$ cat config.mk
export PLATFORM = sky130hd
export DESIGN_NAME = jt900h_blkxfer
export DESIGN_NICKNAME = d
export VERILOG_FILES = /design/src/rtl/jt900h_pkg.sv /design/src/rtl/jt900h_blkxfer.sv
export SDC_FILE = /design/constraint.sdc
export NUM_CORES = 1
export LEC_CHECK = 0
export CORE_UTILIZATION = 35
export DETAILED_ROUTE_END_ITERATION = 16
export MAX_ROUTING_LAYER = met4
export PLACE_DENSITY = 0.75
export SETUP_SLACK_MARGIN = 0.1
export SLEW_MARGIN = 30
export SYNTH_ARGS = -nofsm -noshare
export SYNTH_HDL_FRONTEND = slang
export SYNTH_SLANG_ARGS = --single-unit
$ cat constraint.sdc
create_clock -name clk -period 2.1 [get_ports clk]
set_clock_uncertainty 0.1 [all_clocks]
set_input_delay 0.42 -clock clk [delete_from_list [all_inputs] [get_ports clk]]
set_output_delay 0.42 -clock clk [all_outputs]
set_load 0.02 [all_outputs]
$ cat src/rtl/jt900h_pkg.sv
// jt900h_pkg: state encoding and register step codes shared by the block-transfer sequencer.
package jt900h_pkg;

    typedef enum logic [2:0] {
        ST_IDLE = 3'd0,
        ST_RD   = 3'd1,
        ST_WR   = 3'd2,
        ST_CMP  = 3'd3,
        ST_UPD  = 3'd4
    } blk_state_t;

    localparam logic [1:0] STEP_BYTE = 2'd0;
    localparam logic [1:0] STEP_WORD = 2'd1;

endpackage

$ cat src/rtl/jt900h_blkxfer.sv
// jt900h_blkxfer: sequencer for LDI/LDD/LDIR/LDDR and CPI/CPD/CPIR/CPDR; issues memory,
// compare and register-step strobes, while the register file does all the arithmetic.
module jt900h_blkxfer
    import jt900h_pkg::*;
#(
    parameter bit IRQ_CHK = 1'b1
) (
    input  logic       clk,
    input  logic       rst_n,
    input  logic       cen,
    input  logic       start,
    input  logic       op_cp,
    input  logic       op_dec,
    input  logic       op_rep,
    input  logic       op_word,
    input  logic       bc_unity,
    input  logic       irq_pend,
    input  logic       mem_ack,
    input  logic       cmp_z,
    output logic       busy,
    output logic       done,
    output logic       again,
    output logic       mem_rd,
    output logic       mem_wr,
    output logic       addr_sel,
    output logic       cmp_en,
    output logic       dec_bc,
    output logic       inc_xde,
    output logic       dec_xde,
    output logic       inc_xix,
    output logic       dec_xix,
    output logic [1:0] reg_step,
    output logic       flag_we,
    output logic       flag_v,
    output logic       flag_z
);

    blk_state_t state, state_nx;
    logic       cp, dec, rep, stop, yield;

    always_ff @(posedge clk or negedge rst_n) begin
        if (!rst_n) begin
            state    <= ST_IDLE;
            cp       <= 1'b0;
            dec      <= 1'b0;
            rep      <= 1'b0;
            reg_step <= STEP_BYTE;
            flag_z   <= 1'b0;
        end else if (cen) begin
            state <= state_nx;
            if (state == ST_IDLE && start) begin
                cp       <= op_cp;
                dec      <= op_dec;
                rep      <= op_rep;
                reg_step <= op_word ? STEP_WORD : STEP_BYTE;
            end
            if (state == ST_CMP) flag_z <= cmp_z;
        end
    end

    // bc_unity still reflects the pre-decrement BC while in UPD
    assign stop  = !rep || bc_unity || (cp && flag_z);
    assign yield = IRQ_CHK && irq_pend;
    assign busy  = state != ST_IDLE;

    always_comb begin
        state_nx = state;
        done     = 1'b0;
        again    = 1'b0;
        mem_rd   = 1'b0;
        mem_wr   = 1'b0;
        addr_sel = 1'b0;
        cmp_en   = 1'b0;
        dec_bc   = 1'b0;
        inc_xde  = 1'b0;
        dec_xde  = 1'b0;
        inc_xix  = 1'b0;
        dec_xix  = 1'b0;
        flag_we  = 1'b0;
        flag_v   = 1'b0;
        case (state)
            ST_IDLE: state_nx = start ? ST_RD : ST_IDLE;
            ST_RD: begin
                mem_rd   = 1'b1;
                state_nx = !mem_ack ? ST_RD : cp ? ST_CMP : ST_WR;
            end
            ST_WR: begin
                mem_wr   = 1'b1;
                addr_sel = 1'b1;
                state_nx = mem_ack ? ST_UPD : ST_WR;
            end
            ST_CMP: begin
                cmp_en   = 1'b1;
                state_nx = ST_UPD;
            end
            ST_UPD: begin
                dec_bc   = 1'b1;
                inc_xix  = !dec;
                dec_xix  = dec;
                inc_xde  = !cp && !dec;
                dec_xde  = !cp && dec;
                flag_we  = 1'b1;
                flag_v   = !bc_unity;
                done     = stop || yield;
                again    = !stop && yield;
                state_nx = (stop || yield) ? ST_IDLE : ST_RD;
            end
            default: state_nx = ST_IDLE;
        endcase
    end

endmodule

## Word-level counts from Yosys, hierarchy flattened

Index checks and enable logic that the tools add are counted.

- Flip-flop bits (word level): 9
- Output and inout port bits: 17
- Input bits: 12
- Word-level logic and storage cells: 45

- Mux-type cells: 18
- Equal/unequal tests: 4
- Reductions and logical operators: 17

Operators with widths:

| kind | count |
|---|---|
| $mux 1 | 15 |
| $pmux 3 s5 | 1 |
| $eq 3x2->1 const B | 2 |
| $logic_and 1x1->1 | 5 |
| $logic_not 1->1 | 5 |
| $reduce_and 2->1 | 2 |
| $eq 3x1->1 const B | 1 |
| $eq 3x3->1 const B | 1 |
| $logic_not 3->1 | 1 |
| $logic_or 1x1->1 | 3 |
| $mux 3 | 1 |
| $reduce_bool 3->1 | 1 |
| $mux 2 | 1 |

## Logic depth before layout (Yosys ltp)

Gate-level depths: netlist of run 1.

- Word-level depth: 6
- Depth in mapped cells: 6
- Gate-level depth less buffers: 5

## Worst setup path after synthesis of run 1

No wires, ideal clock.

- Path type: reg2out
- From: register state[2]
- To: output port dec_xde
- Arrival time: 1448 ps
- Data required time: 1580 ps
- Path slack: 132 ps
- Path buffers: 1
- Stages on the path, launching flop included: 7
- Cell sequence: dfrtp_1 -> inv_2 -> or3_1 -> buf_2 -> clkinv_2 -> and2_4 -> and2b_1

- Longest elaborated chain between the ends: 2

RTL lines:

| element | line | text |
|---|---|---|
| start, declared | jt900h_blkxfer.sv:38 | `blk_state_t state, state_nx;` |
| start signal, assigned | jt900h_blkxfer.sv:50 | `state <= state_nx;` |
| $eq 3x3->1 | jt900h_blkxfer.sv:81 | `case (state)` |
| $mux 1 | jt900h_blkxfer.sv:81 |  |
| end, declared | jt900h_blkxfer.sv:29 | `output logic dec_xde,` |

Every way passes these cells.

## Worst setup path in the final report of run 1

- From: register state[0]
- To: output port again

- Longest elaborated chain between the ends: 2

RTL lines:

| element | line | text |
|---|---|---|
| $eq 3x3->1 | jt900h_blkxfer.sv:81 |  |
| $mux 1 | jt900h_blkxfer.sv:81 |  |
| end, declared | jt900h_blkxfer.sv:22 | `output logic again,` |

Every way passes these cells.

==> impl_metrics.json, run 1 <==
{
  "outcome": "completed",
  "cts_sinks": 8,
  "core_um2": 1300,
  "path_class": "reg -> out",
  "clk_pin_slew_ns": 0.05,
  "finalCoreUtilization_pct": 64.2,
  "synthTopCellsByArea": "dfrtp_1, mux2_1, buf_4, nand4b_1, o2111ai_1",
  "startpoint_type": "flip-flop",
  "hold_path_class": "in -> async",
  "cts_buffers": 3,
  "synth.yosys.seq_area_share_pct": 40.6,
  "first_iter_violations": 8,
  "grt_usage_pct": 19.9,
  "cp_top_family": "simple AND/OR/NAND/NOR gates",
  "initial_core_util_pct": 37.9,
  "drc": 0,
  "reg2reg_depth": 5,
  "multi_input_area_um2": 259,
  "nFillCells": 133,
  "arrival_ns": 1.47,
  "clock_latency_ns": 0.25,
  "wl_per_cell_um": 12.6,
  "grt_pass1_wl_um": 1950,
  "totalWireLength_um": 1300,
  "slowest_delay_ns": 0.40,
  "first_pass_iters": 4,
  "r2r_start": "state[2]$_DFFE_PN0P_",
  "synth_top_area_cell": "dfrtp_1",
  "regArea_um2": 200,
  "setup_viol": 0,
  "grt_max_degree": 11,
  "crit_top_cell": "buf_4",
  "hpwlAfterDp_um": 1020,
  "die_h_um": 39.5,
  "cts_tree": "yes",
  "crit_chain": "or3_4 -> buf_4 -> nor3_2 -> buf_4",
  "viasPerCell": 5.00,
  "port_buffers": 27,
  "syn_to_final_growth_pct": 69.5,
  "period_needed_ns": 1.99,
  "n_antenna_cell": 0,
  "max_freq_mhz": 503,
  "synth.avg_cell_area_um2": 9.48,
  "num-nets-final": 102,
  "vias": 515,
  "cp_num_buf_inv": 2,
  "rows": 13,
  "antenna_found_initial": 0,
  "hold_viol": 0,
  "layout-drive-gt1-share_pct": 37.5,
  "chipWidth_um": 39.5,
  "postCtsHoldBufs": 0,
  "die_area_um2": 1560,
  "synth.distinct_cells": 29,
  "cts_root_buffer": "clkbuf_4",
  "grt_pass1_vias": 465,
  "syn-instance-count": 52,
  "required_ns": 1.58,
  "endpoint_kind": "output port",
  "crit_fanout": 3,
  "vdd_drop_max_uv": 612,
  "period_share_pct": 94.6,
  "ys_ff_latch": 8,
  "overflow": 0,
  "maxSlewViolCount": 0,
  "h-tree-depth": 1,
  "synth_top_area_share_pct": 40.6,
  "yosysWarnings": 0,
  "netlist_area_um2": 493,
  "critPathSlowestCell": "or3_4",
  "ant_nets": 0,
  "maxCapViolCount": 0,
  "leakage_uw": 0.000404,
  "cts_buffer_depth": 2,
  "p_per_area_nw_per_um2": 1270,
  "reg2reg_slack_ns": 0.28,
  "r2r-end": "dec$_DFFE_PN0P_",
  "gp_congestion": 0.804,
  "rsz0062_at_grt": "yes",
  "power.total_uw": 1060,
  "synth_nets": 64,
  "pin_count": 29
}
-- metrics by stage --
stage	area [µm²]	worst slack, ns	setup TNS, ns	hold slack [ns]	cells
floorplan	493	0.132	0	0.0244	52
global placement	836	-0.146	-0.566	0.361	100
detailed placement	836	-0.177	-0.746	0.377	100
CTS	851	0.100	0	0.342	103
global route	836	0.0507	0	0.364	103
finish	836	0.114	0	0.343	103
-- synthesized netlist by cell type --
master	instances
mux2_1	4
buf_2	2
and2_1	1
nor2_4	1
o2111ai_1	2
nand4b_1	2
mux2_2	1
buf_4	3
dfrtp_1	8
nand4_1	1
and2b_1	1
a21boi_0	1
nor3_1	3
nand2_1	3
nor2_1	4
o31a_1	1
conb_1	1
o21ai_0	1
inv_1	1
clkinv_2	1
o22ai_1	1
or3_1	2
clkbuf_1	1
nand2b_1	1
and2_4	1
a21oi_1	1
inv_2	1
and3b_1	1
nand3b_1	1
-- flip-flops by register name, summed over array words and instances, names as in the netlist --
name / cells
cp: 1
reg_step: 1
state: 3
flag_z: 1
rep: 1
dec: 1
-- timing repair --
action | 4_1_cts | 5_1_grt
pin swaps | 1 | 0
resized for setup | 47 | 4
cloned | 0 | 0
setup buffers | 0 | 0
endpoints found under the setup margin | 14 | 6
-- per-layer routing --
layer / wire [µm] / track usage, % / vias to the layer above
met1: 540 / 21.1 / 239
li1: - / - / 251
met2: 657 / 34.8 / 21
met4: 21 / 12.1 / 0
met3: 76 / 2.27 / 4
met5: 0 / - / -
-- report_power, final --
group,switching (µW),internal [µW],total [µW]
combinational,338,330,668
clock,50.4,65.3,116
sequential,48.1,229,277
total,437,624,1060
-- final cells by class --
cell class                      count  share of cell area, %
Tap cell                           15                   2.25
Clock buffer                        3                   2.69
Multi-Input combinational cell     35                   31.0
Inverter                            3                   1.50
Timing Repair Buffer               39                   38.6
Sequential cell                     8                   24.0
-- placed cells by master (no fill, tap or decap), types with 2 or more instances in the layout --
cell	n
nand2_1	3
buf_4	14
nand4b_1	2
clkbuf_4	3
nor3_2	2
dlygate4sd2_1	4
buf_2	5
dfrtp_1	8
mux2_1	4
o2111ai_1	2
nor2_1	4
clkdlybuf4s50_1	13
-- cells by family after synthesis --
kind of cell | Yosys count | share of synthesized area, %
buffers and inverters | 9 | 9.90
AO/OA/AOI/OAI | 7 | 10.2
flip-flops | 8 | 40.6
other | 1 | 0.761
AND/OR/NAND/NOR | 22 | 27.2
multiplexers | 5 | 11.4
-- worst max-delay path by stage --
stage                                    start      end  cells after the start  slack (ns)
after floorplan           state[2]$_DFFE_PN0P_  dec_xde                      6        0.13
after global placement                bc_unity     done                      4       -0.15
after detailed placement  state[2]$_DFFE_PN0P_    again                      5       -0.18
after CTS                 state[0]$_DFFE_PN0P_   dec_bc                      4        0.10
after global routing      state[0]$_DFFE_PN0P_    again                      4        0.05
final                     state[0]$_DFFE_PN0P_    again                      4        0.11
No activity file was read; power rests on OpenSTA's default activity.
==> run 2: changes to the inputs <==
--- a/config.mk
+++ b/config.mk
@@ -14,3 +14,4 @@
 export SYNTH_ARGS = -nofsm -noshare
 export SYNTH_HDL_FRONTEND = slang
 export SYNTH_SLANG_ARGS = --single-unit
+export TNS_END_PERCENT = 5
==> run 2 against run 1 <==
- global-route usage shrank 0.24 points
- flip-flop and latch count stayed put
- total power hardly changed
- clock-buffer cell count is the same
- first-iteration DRC count is 25% higher
- die area unchanged
- largest power group unchanged
==> impl_metrics.json, run 2 (synthesis results as in run 1) <==
{
  "period_needed_ns": 1.99,
  "pin_count": 29,
  "cp_top_family": "buffers and inverters",
  "period_share_pct": 94.8,
  "wl_per_cell_um": 12.4,
  "initial_core_util_pct": 37.9,
  "reg2reg_slack_ns": 0.28,
  "ant_nets": 0,
  "cts_root_buffer": "clkbuf_4",
  "crit_chain": "or3_4 -> clkinv_2 -> buf_4 -> clkdlybuf4s15_1",
  "antenna_found_initial": 0,
  "syn_to_final_growth_pct": 71.6,
  "hold_ws_ns": 0.344,
  "startpoint_type": "flip-flop",
  "endpoint_kind": "output port",
  "num-nets-final": 102,
  "drc": 0,
  "grt_usage_pct": 19.6,
  "max_freq_mhz": 502,
  "die_area_um2": 1560,
  "viasPerCell": 4.96,
  "switching_share_pct": 40.7,
  "gp_congestion": 0.804,
  "outcome": "completed",
  "overflow": 0,
  "maxSlewViolCount": 0,
  "postCtsHoldBufs": 0,
  "clock_latency_ns": 0.25,
  "combPwrFrac_pct": 63.1,
  "cts_buffer_depth": 2,
  "hold_path_class": "in -> async",
  "path_class": "reg -> out",
  "arrival_ns": 1.47,
  "critPathSlowestCell": "or3_4",
  "core_um2": 1300,
  "finalSetupTns_ns": 0,
  "cts_tree": "yes",
  "cts_buffers": 3,
  "grt_max_degree": 11,
  "cts_sinks": 8,
  "r2r-end": "dec$_DFFE_PN0P_",
  "p_sw_uw": 432,
  "maxCapViolCount": 0,
  "setup_viol": 0,
  "slowest_delay_ns": 0.40,
  "reg2reg_depth": 5,
  "hold_viol": 0,
  "cp_num_buf_inv": 3,
  "die_h_um": 39.5,
  "regMostFlops": "state",
  "grt_pass1_wl_um": 1910,
  "crit_fanout": 3,
  "clk_pin_slew_ns": 0.05,
  "post_cts_buffers": 0,
  "final_cells": 103,
  "h-tree-depth": 1,
  "first_pass_iters": 2,
  "chipWidth_um": 39.5,
  "internal-power_uw": 629,
  "rows": 13,
  "rsz0062_at_grt": "yes",
  "totalWireLength_um": 1280,
  "r2r_start": "state[2]$_DFFE_PN0P_",
  "final_cell_mix": "clkdlybuf4s50_1, buf_4, dfrtp_1",
  "place_area_um2": 836,
  "largest_reg_flops": 3,
  "vdd_drop_max_uv": 616,
  "layout-drive-gt1-share_pct": 35.2,
  "clockPowerShare_pct": 10.9,
  "n_antenna_cell": 0,
  "hpwlAfterDp_um": 1020,
  "port_buffers": 27,
  "grt_pass1_vias": 464,
  "power_frac_seq_pct": 26.0,
  "required_ns": 1.58,
  "leakage_uw": 0.000399,
  "vias": 511,
  "p_per_area_nw_per_um2": 1250,
  "first_iter_violations": 10,
  "finalCoreUtilization_pct": 65.0,
  "design_area_um2": 846,
  "dp_cells": 100
}
==> run 2: changes by cell type in the layout (fill, tap and decap cells not counted) <==
cell / delta
clkdlybuf4s15_1: +1
buf_2: -1
clkdlybuf4s15_2: +2
buf_4: -1
clkbuf_2: -1
nor3_2: -1
nor3_1: +1
==> run 2: worst max-delay path by stage <==
stage	slack [ns]	start	endpoint	cells after the start
finish	0.11	state[0]$_DFFE_PN0P_	dec_bc	4
global route	0.05	state[0]$_DFFE_PN0P_	again	4
detailed placement	-0.18	state[2]$_DFFE_PN0P_	again	5
floorplan	0.13	state[2]$_DFFE_PN0P_	dec_xde	6
CTS	0.06	state[0]$_DFFE_PN0P_	again	4
global placement	-0.15	bc_unity	done	4
==> run 2: through the flow <==
step	worst slack, ns	power, µW
finish	0.109	1060
detailed placement	-0.177	983
global route	0.0507	1130
global placement	-0.146	961
floorplan	0.132	633
CTS	0.0595	1070
==> run 2: timing repair <==
action,in CTS,in global routing
hold endpoints to repair,0,0
setup endpoints to repair,14,6
resized for setup,44,2
pin swaps,1,0
==> run 2: power groups by stage <==
stage	clock, µW	sequential (µW)	combinational, µW
after floorplan	0	302	331
final	116	276	669
after detailed placement	0	276	707
after global placement	0	270	691
after CTS	121	276	670
after global routing	124	286	723
==> run 2: worst reg2reg max path, stage by stage (launching register included) <==
cell     delay, ns
dfrtp_1       0.40
buf_4         0.16
or3_1         0.38
buf_4         0.15
nor2_4        0.17
mux2_1        0.34
==> run 2: cell type report <==
cell class | instances | area, µm²
fillers | 130 | 455
repair buffers | 39 | 338
multi-input cells | 35 | 254
flip-flops and latches | 8 | 200
clock buffers | 3 | 22.5
well taps | 15 | 18.8
inverters | 3 | 12.5
==> run 2: layer usage <==
metal	share of wire [%]	wire (µm)	vias up	global-route usage, %
li1	-	-	250	-
met1	41	531	238	20.4
met2	52	661	19	34.8
met3	5.2	66	4	2.27
met4	1.6	21	0	12.1
met5	0	0	-	-
==> run 3: changes to the inputs <==
--- a/config.mk
+++ b/config.mk
@@ -10,7 +10,6 @@
 export MAX_ROUTING_LAYER = met4
 export PLACE_DENSITY = 0.75
 export SETUP_SLACK_MARGIN = 0.1
-export SLEW_MARGIN = 30
 export SYNTH_ARGS = -nofsm -noshare
 export SYNTH_HDL_FRONTEND = slang
 export SYNTH_SLANG_ARGS = --single-unit
==> results of run 3 <==
The final DEF is identical to that of run 2; final timing and power are the same.
